File: config.mk
export PLATFORM = sky130hd
export DESIGN_NAME = gen_clk_rate_monitor
export DESIGN_NICKNAME = d
export VERILOG_FILES = /design/src/rtl/gen_clk_rate_monitor.sv
export SDC_FILE = /design/constraint.sdc
export NUM_CORES = 1
export LEC_CHECK = 0
export BUFFER_PORTS_ARGS = -buffer_cell sky130_fd_sc_hd__buf_2
export CAP_MARGIN = 20
export CELL_PAD_IN_SITES_DETAIL_PLACEMENT = 1
export CELL_PAD_IN_SITES_GLOBAL_PLACEMENT = 1
export CORE_MARGIN = 1
export CORE_UTILIZATION = 43
export DETAILED_ROUTE_END_ITERATION = 12
export HOLD_SLACK_MARGIN = 0.08
export PLACE_DENSITY = 0.85
export SYNTH_ARGS = -nofsm -noshare
export SYNTH_HDL_FRONTEND = slang
export SYNTH_SLANG_ARGS = --single-unit
File: constraint.sdc
create_clock -name clk_i -period 2.63 [get_ports clk_i]
set_clock_uncertainty 0.1 [all_clocks]
set_input_delay 0.526 -clock clk_i [delete_from_list [all_inputs] [get_ports clk_i]]
set_output_delay 0.526 -clock clk_i [all_outputs]
set_load 0.005 [all_outputs]
File: src/rtl/gen_clk_rate_monitor.sv
// gen_clk_rate_monitor: counts rising edges of a generated clock per fixed window of source clocks and tracks lock.
//   clk_i          source clock (only clock)
//   rst_i          synchronous active-high reset
//   gen_in_i       generated clock, sampled as asynchronous data
//   enable_i       measurement enable
//   clear_err_i    clears sticky err_o
//   edge_count_o   rising-edge count of the last completed window
//   count_valid_o  one-cycle pulse when edge_count_o updates
//   locked_o       generated clock is in tolerance
//   err_o          sticky loss-of-lock flag
module gen_clk_rate_monitor #(
    parameter int WINDOW    = 64,
    parameter int CNT_W     = 8,
    parameter int EXP_EDGES = 16,
    parameter int TOL       = 1,
    parameter int LOCK_CNT  = 2
) (
    input  logic             clk_i,
    input  logic             rst_i,
    input  logic             gen_in_i,
    input  logic             enable_i,
    input  logic             clear_err_i,
    output logic [CNT_W-1:0] edge_count_o,
    output logic             count_valid_o,
    output logic             locked_o,
    output logic             err_o
);
    localparam int WW = $clog2(WINDOW);
    localparam int GW = $clog2(LOCK_CNT + 1);
    // Bounds are deliberately confined to CNT_W+1 signed bits so a small EXP_EDGES cannot underflow.
    localparam logic signed [CNT_W:0] LO = (CNT_W + 1)'(EXP_EDGES - TOL);
    localparam logic signed [CNT_W:0] HI = (CNT_W + 1)'(EXP_EDGES + TOL);

    typedef enum logic [1:0] {IDLE, ACQUIRE, LOCKED} state_t;

    state_t            state_q, state_d;
    logic              s1_q, s2_q, s3_q;
    logic [WW-1:0]     wcnt_q, wcnt_d;
    logic [CNT_W-1:0]  acc_q, acc_d;
    logic [GW-1:0]     good_q, good_d;
    logic [CNT_W-1:0]  edge_count_q, edge_count_d;
    logic              count_valid_q, count_valid_d;
    logic              locked_q, locked_d;
    logic              err_q, err_d;

    logic              rise, active, term, in_tol;
    logic [CNT_W-1:0]  total;
    logic [GW-1:0]     good_inc;
    logic signed [CNT_W:0] tot_s;

    assign rise     = s2_q & ~s3_q;
    assign active   = (state_q != IDLE) & enable_i;
    assign term     = active & (wcnt_q == WW'(WINDOW - 1));
    // Saturating add of this cycle's rise: the accumulator never wraps.
    assign total    = (rise && acc_q != '1) ? acc_q + CNT_W'(1'b1) : acc_q;
    assign tot_s    = $signed({1'b0, total});
    assign in_tol   = (tot_s >= LO) && (tot_s <= HI);
    assign good_inc = good_q + GW'(1'b1);

    always_ff @(posedge clk_i) begin
        if (rst_i) state_q <= IDLE;
        else       state_q <= state_d;
    end

    always_comb begin
        state_d = state_q;
        unique case (state_q)
            IDLE:    state_d = enable_i ? ACQUIRE : IDLE;
            ACQUIRE: state_d = !enable_i ? IDLE : (term && in_tol && good_inc == GW'(LOCK_CNT)) ? LOCKED : ACQUIRE;
            LOCKED:  state_d = !enable_i ? IDLE : (term && !in_tol) ? ACQUIRE : LOCKED;
            default: state_d = IDLE;
        endcase
    end

    always_comb begin
        wcnt_d        = (!active || term) ? '0 : wcnt_q + WW'(1'b1);
        acc_d         = (!active || term) ? '0 : total;
        good_d        = !active ? '0 : !term ? good_q : !in_tol ? '0 : (state_q == ACQUIRE) ? good_inc : good_q;
        edge_count_d  = term ? total : edge_count_q;
        count_valid_d = term;
        locked_d      = state_d == LOCKED;
        // A loss of lock in the same cycle as clear_err_i keeps the flag set.
        err_d         = (term && state_q == LOCKED && !in_tol) | (err_q & ~clear_err_i);
    end

    always_ff @(posedge clk_i) begin
        if (rst_i) begin
            s1_q          <= 1'b0;
            s2_q          <= 1'b0;
            s3_q          <= 1'b0;
            wcnt_q        <= '0;
            acc_q         <= '0;
            good_q        <= '0;
            edge_count_q  <= '0;
            count_valid_q <= 1'b0;
            locked_q      <= 1'b0;
            err_q         <= 1'b0;
        end else begin
            s1_q          <= gen_in_i;
            s2_q          <= s1_q;
            s3_q          <= s2_q;
            wcnt_q        <= wcnt_d;
            acc_q         <= acc_d;
            good_q        <= good_d;
            edge_count_q  <= edge_count_d;
            count_valid_q <= count_valid_d;
            locked_q      <= locked_d;
            err_q         <= err_d;
        end
    end

    assign edge_count_o  = edge_count_q;
    assign count_valid_o = count_valid_q;
    assign locked_o      = locked_q;
    assign err_o         = err_q;
endmodule

==> summary.md <==
* finished clean — result of the run
* 183 — Nets
* 1410 sq um — Synth Cell Area
* register — nature of the critical path endpoint
* 32 — sinks on the clock net
* 9.11 sq um — average cell area after synthesis
* sky130_fd_sc_hd__dfxtp_1 — most instantiated flip-flop cell in the synthesis netlist
* 59.3 um — horizontal extent of the die
* 1,268 — vias in the first global route
* 0 ns — Setup TNS
* 0.000183 W — Switching Power
* 2.77 ns — data required time of the worst path
* register — element type at the critical path start
* 0 — post-cts resize count
* 2.54 ns — worst path arrival time
* simple AND/OR/NAND/NOR gates — Top delay family on crit path
* 16 — count of pins on the block boundary
* 0 — ant diodes
* sky130_fd_sc_hd__clkbuf_4 — buffer cell driving the clock tree root
* 22.0% — switch share
* 59.0% — sequential cell fraction of total power
* 4 — detailed-routing iteration count for the pre-antenna-repair pass
* 16.6% — share of layout cells above drive strength 1
* 155 — cell count after synthesis
* 91.1% — Period Utilization, post-route
* 3080 sq um — total core area
* 0 — total of warnings raised by yosys
* 5 — TritonCTS buffer count
* 0.234 ns — Worst Slack Setup Final
* 0 — CP Buf/Inv Count
* 16.0 um — Avg WL per Cell
* 0 — max-slew violation total from the final report
* 0.814 — Placer Congestion
* 0.10 ns — clock-pin slew reported for the worst setup and hold paths after clock tree synthesis
* 0.261 ns — Post-Place Worst Slack
* 55.6% — relative max-transition margin
* 28 — DRC violation total after the first TritonRoute iteration
* 3520 sq um — die footprint
* 2 — maximum clock path buffer count
* ha_1 -> and4b_1 -> o21ai_0 -> nand2_1 -> or4b_4 -> o21a_4 -> o211a_1 — cell breakdown of the critical path
* 0 — number of buffers inserted by hold repair at cts
* 394 — Filler cells
* 45.9% — effective utilization at floorplan
* 2.63 mm — HPWL reported at the end of detailed placement
* 0.314 ns — worst slack on hold paths
* 15 — Port-buffer cells
* 0 — post-detailed-route count of antenna-violating nets
* 13.3% — Area growth syn-to-layout
* 45.3% — share of synthesized area occupied by flip-flops and latches
* input port to register — class of the worst hold path
* 0 — final hold violation count
* 0 — maximum capacitance violations
* 5.53 — per-cell via count in the routed design
* false — RSZ-0062 raised after global routing
* 5.78 mm — first-pass GRT wire length
* 0.35 ns — latest clock arrival within the worst-skew pair
* 59.3 um — Die Ht
* register to register — category of the critical setup timing path
* 0 — Post-route DRC
* 3.50 mm — Total Wirelength
* built — clock tree from TritonCTS
* 0% — asr flop ratio synth
* 38.6% — Clk network pwr share
* 0.686 nW — static leakage
* 32 — Yosys reg bits
* 519 nW/um^2 — pwr dens
* 0 — GRT overflow
* 0.000648 W — internal power summed over all cells
* 20 — number of rows in the core area
* 0.58 ns — stage delay of the slowest cell on the critical path
* 0.000301 V — largest vdd supply drop
* 2.40 ns — min cycle time layout
* 0 — Setup Fix Bufs, Post-CTS
* 417 MHz — achievable clock frequency
* 0.664 ns — transition at the pin with the smallest max-transition slack
* 163 — nets in the synthesized netlist
* 1,210 — vias after detailed routing
* 2 — CTS H-tree depth
* 5 — highest net fanout along the worst path
* 0.000830 W — Final Total Pwr
* 2.4% — Combinational Power Share
* 40 — number of unique standard cell types used by synthesis
* sky130_fd_sc_hd__or4b_4 — slowest stage cell on the critical path
* 0 — number of antenna violations at the first check in global routing
* 15 — maximum number of pins on one net before global-route repair
* 22.7% — overall global routing resource usage
* 0 — number of flops mapped to enable cells by yosys
* 0 — number of failing setup endpoints in the final timing report
[cell usage after synthesis (2+ instances only)]
master,count,area [sq um]
sky130_fd_sc_hd__inv_1,3,11.3
sky130_fd_sc_hd__dfxtp_1,32,641
sky130_fd_sc_hd__nand4_1,3,18.8
sky130_fd_sc_hd__o211a_1,2,20.0
sky130_fd_sc_hd__ha_1,3,37.5
sky130_fd_sc_hd__or3_1,2,12.5
sky130_fd_sc_hd__a22oi_1,9,67.6
sky130_fd_sc_hd__nor2b_1,6,37.5
sky130_fd_sc_hd__mux2i_1,4,40.0
sky130_fd_sc_hd__a21oi_1,3,15.0
sky130_fd_sc_hd__and3_1,3,18.8
sky130_fd_sc_hd__nand3_1,7,35.0
sky130_fd_sc_hd__xnor2_1,2,17.5
sky130_fd_sc_hd__o211ai_1,2,15.0
sky130_fd_sc_hd__nand2b_1,8,50.1
sky130_fd_sc_hd__and2_2,2,15.0
sky130_fd_sc_hd__nand2_1,14,52.6
sky130_fd_sc_hd__nor2_1,19,71.3
sky130_fd_sc_hd__o21ai_0,5,25.0
sky130_fd_sc_hd__o21ai_1,2,10.0
sky130_fd_sc_hd__and2_1,2,12.5
sky130_fd_sc_hd__xor2_1,4,35.0
[final timing paths]
| path | start | to | slack, ns | depth (start not counted) |
|---|---|---|---|---|
| worst max-delay path | acc_q[0] | state_q[0] | 0.23 | 7 |
| worst min-delay path | gen_in_i | s1_q | 0.31 | 2 |
| worst max register to register | acc_q[0] | state_q[0] | 0.23 | 7 |
| worst min register to register | wcnt_q[0] | wcnt_q[0] | 0.36 | 1 |
[state kept, by name (all words and copies together), names as in the netlist]
signal / cells
acc_q: 8
count_valid_o: 1
edge_count_o: 8
err_o: 1
good_q: 2
locked_o: 1
s1_q: 1
s2_q: 1
s3_q: 1
state_q: 2
wcnt_q: 6
[layout by cell type (no fill, tap or decap), types with 2 or more instances in the layout]
master / synthesis / routed
sky130_fd_sc_hd__a21oi_1: 3 / 3
sky130_fd_sc_hd__ha_1: 3 / 3
sky130_fd_sc_hd__o21ai_0: 5 / 5
sky130_fd_sc_hd__xnor2_1: 2 / 2
sky130_fd_sc_hd__a22oi_1: 9 / 9
sky130_fd_sc_hd__inv_1: 3 / 3
sky130_fd_sc_hd__nand2_1: 14 / 14
sky130_fd_sc_hd__or3_1: 2 / 2
sky130_fd_sc_hd__nand2b_1: 8 / 8
sky130_fd_sc_hd__xor2_1: 4 / 4
sky130_fd_sc_hd__o211ai_1: 2 / 2
sky130_fd_sc_hd__clkbuf_8: 0 / 2
sky130_fd_sc_hd__nor2b_1: 6 / 6
sky130_fd_sc_hd__and2_2: 2 / 2
sky130_fd_sc_hd__clkbuf_4: 0 / 5
sky130_fd_sc_hd__and3_1: 3 / 3
sky130_fd_sc_hd__and2_1: 2 / 2
sky130_fd_sc_hd__o21ai_1: 2 / 2
sky130_fd_sc_hd__dfxtp_1: 32 / 32
sky130_fd_sc_hd__nand4_1: 3 / 3
sky130_fd_sc_hd__nor2_1: 19 / 19
sky130_fd_sc_hd__nand3_1: 7 / 7
sky130_fd_sc_hd__mux2i_1: 4 / 4
sky130_fd_sc_hd__buf_2: 0 / 15
sky130_fd_sc_hd__o211a_1: 2 / 2
[cells by family (layout without fill, tap and decap cells)]
kind of cell / count (synthesis) / after routing / synth area share (%)
simple gates: 74 / 74 / 28.3
flops: 32 / 32 / 45.3
compound gates: 31 / 31 / 15.9
xor+xnor: 6 / 6 / 3.72
buf+inv: 5 / 25 / 1.33
mux: 4 / 4 / 2.83
fa+ha+maj: 3 / 3 / 2.66
[per-layer routing]
| layer | vias up | routed length, um | track usage [%] |
|---|---|---|---|
| met5 | - | 0 | 0 |
| met4 | 0 | 68 | 10.5 |
| met3 | 9 | 165 | 7.64 |
| met2 | 37 | 1680 | 38.0 |
| met1 | 575 | 1580 | 25.7 |
| li1 | 589 | - | - |
[layout make-up]
class / instances / area [sq um] / area share [%]
timing repair buffer: 15 / 75.1 / 4.69
inverter: 3 / 11.3 / 0.704
sequential: 32 / 641 / 40.0
clock buffer: 7 / 65.1 / 4.07
multi-input combinational: 118 / 753 / 47.1
tap: 44 / 55.1 / 3.44
[power groups by stage]
stage                     logic (W)  clock network [W]  registers (W)
final                     0.0000199           0.000320       0.000490
after global routing      0.0000216           0.000339       0.000491
after CTS                 0.0000201           0.000322       0.000490
after detailed placement  0.0000199                  0       0.000502
after global placement    0.0000186                  0       0.000501
after floorplan           0.0000131                  0       0.000501
[through the flow]
step | util [%] | std cells | cell area [sq um]
3_5_place_dp | 49.9 | 212 | 1540
6_report | 52.0 | 219 | 1600
2_1_floorplan | - | 155 | 1410
5_1_grt | 52.0 | 219 | 1600
3_3_place_gp | 49.9 | 212 | 1540
4_1_cts | 52.0 | 219 | 1600
Note: power is estimated with default switching activity, not from simulation.
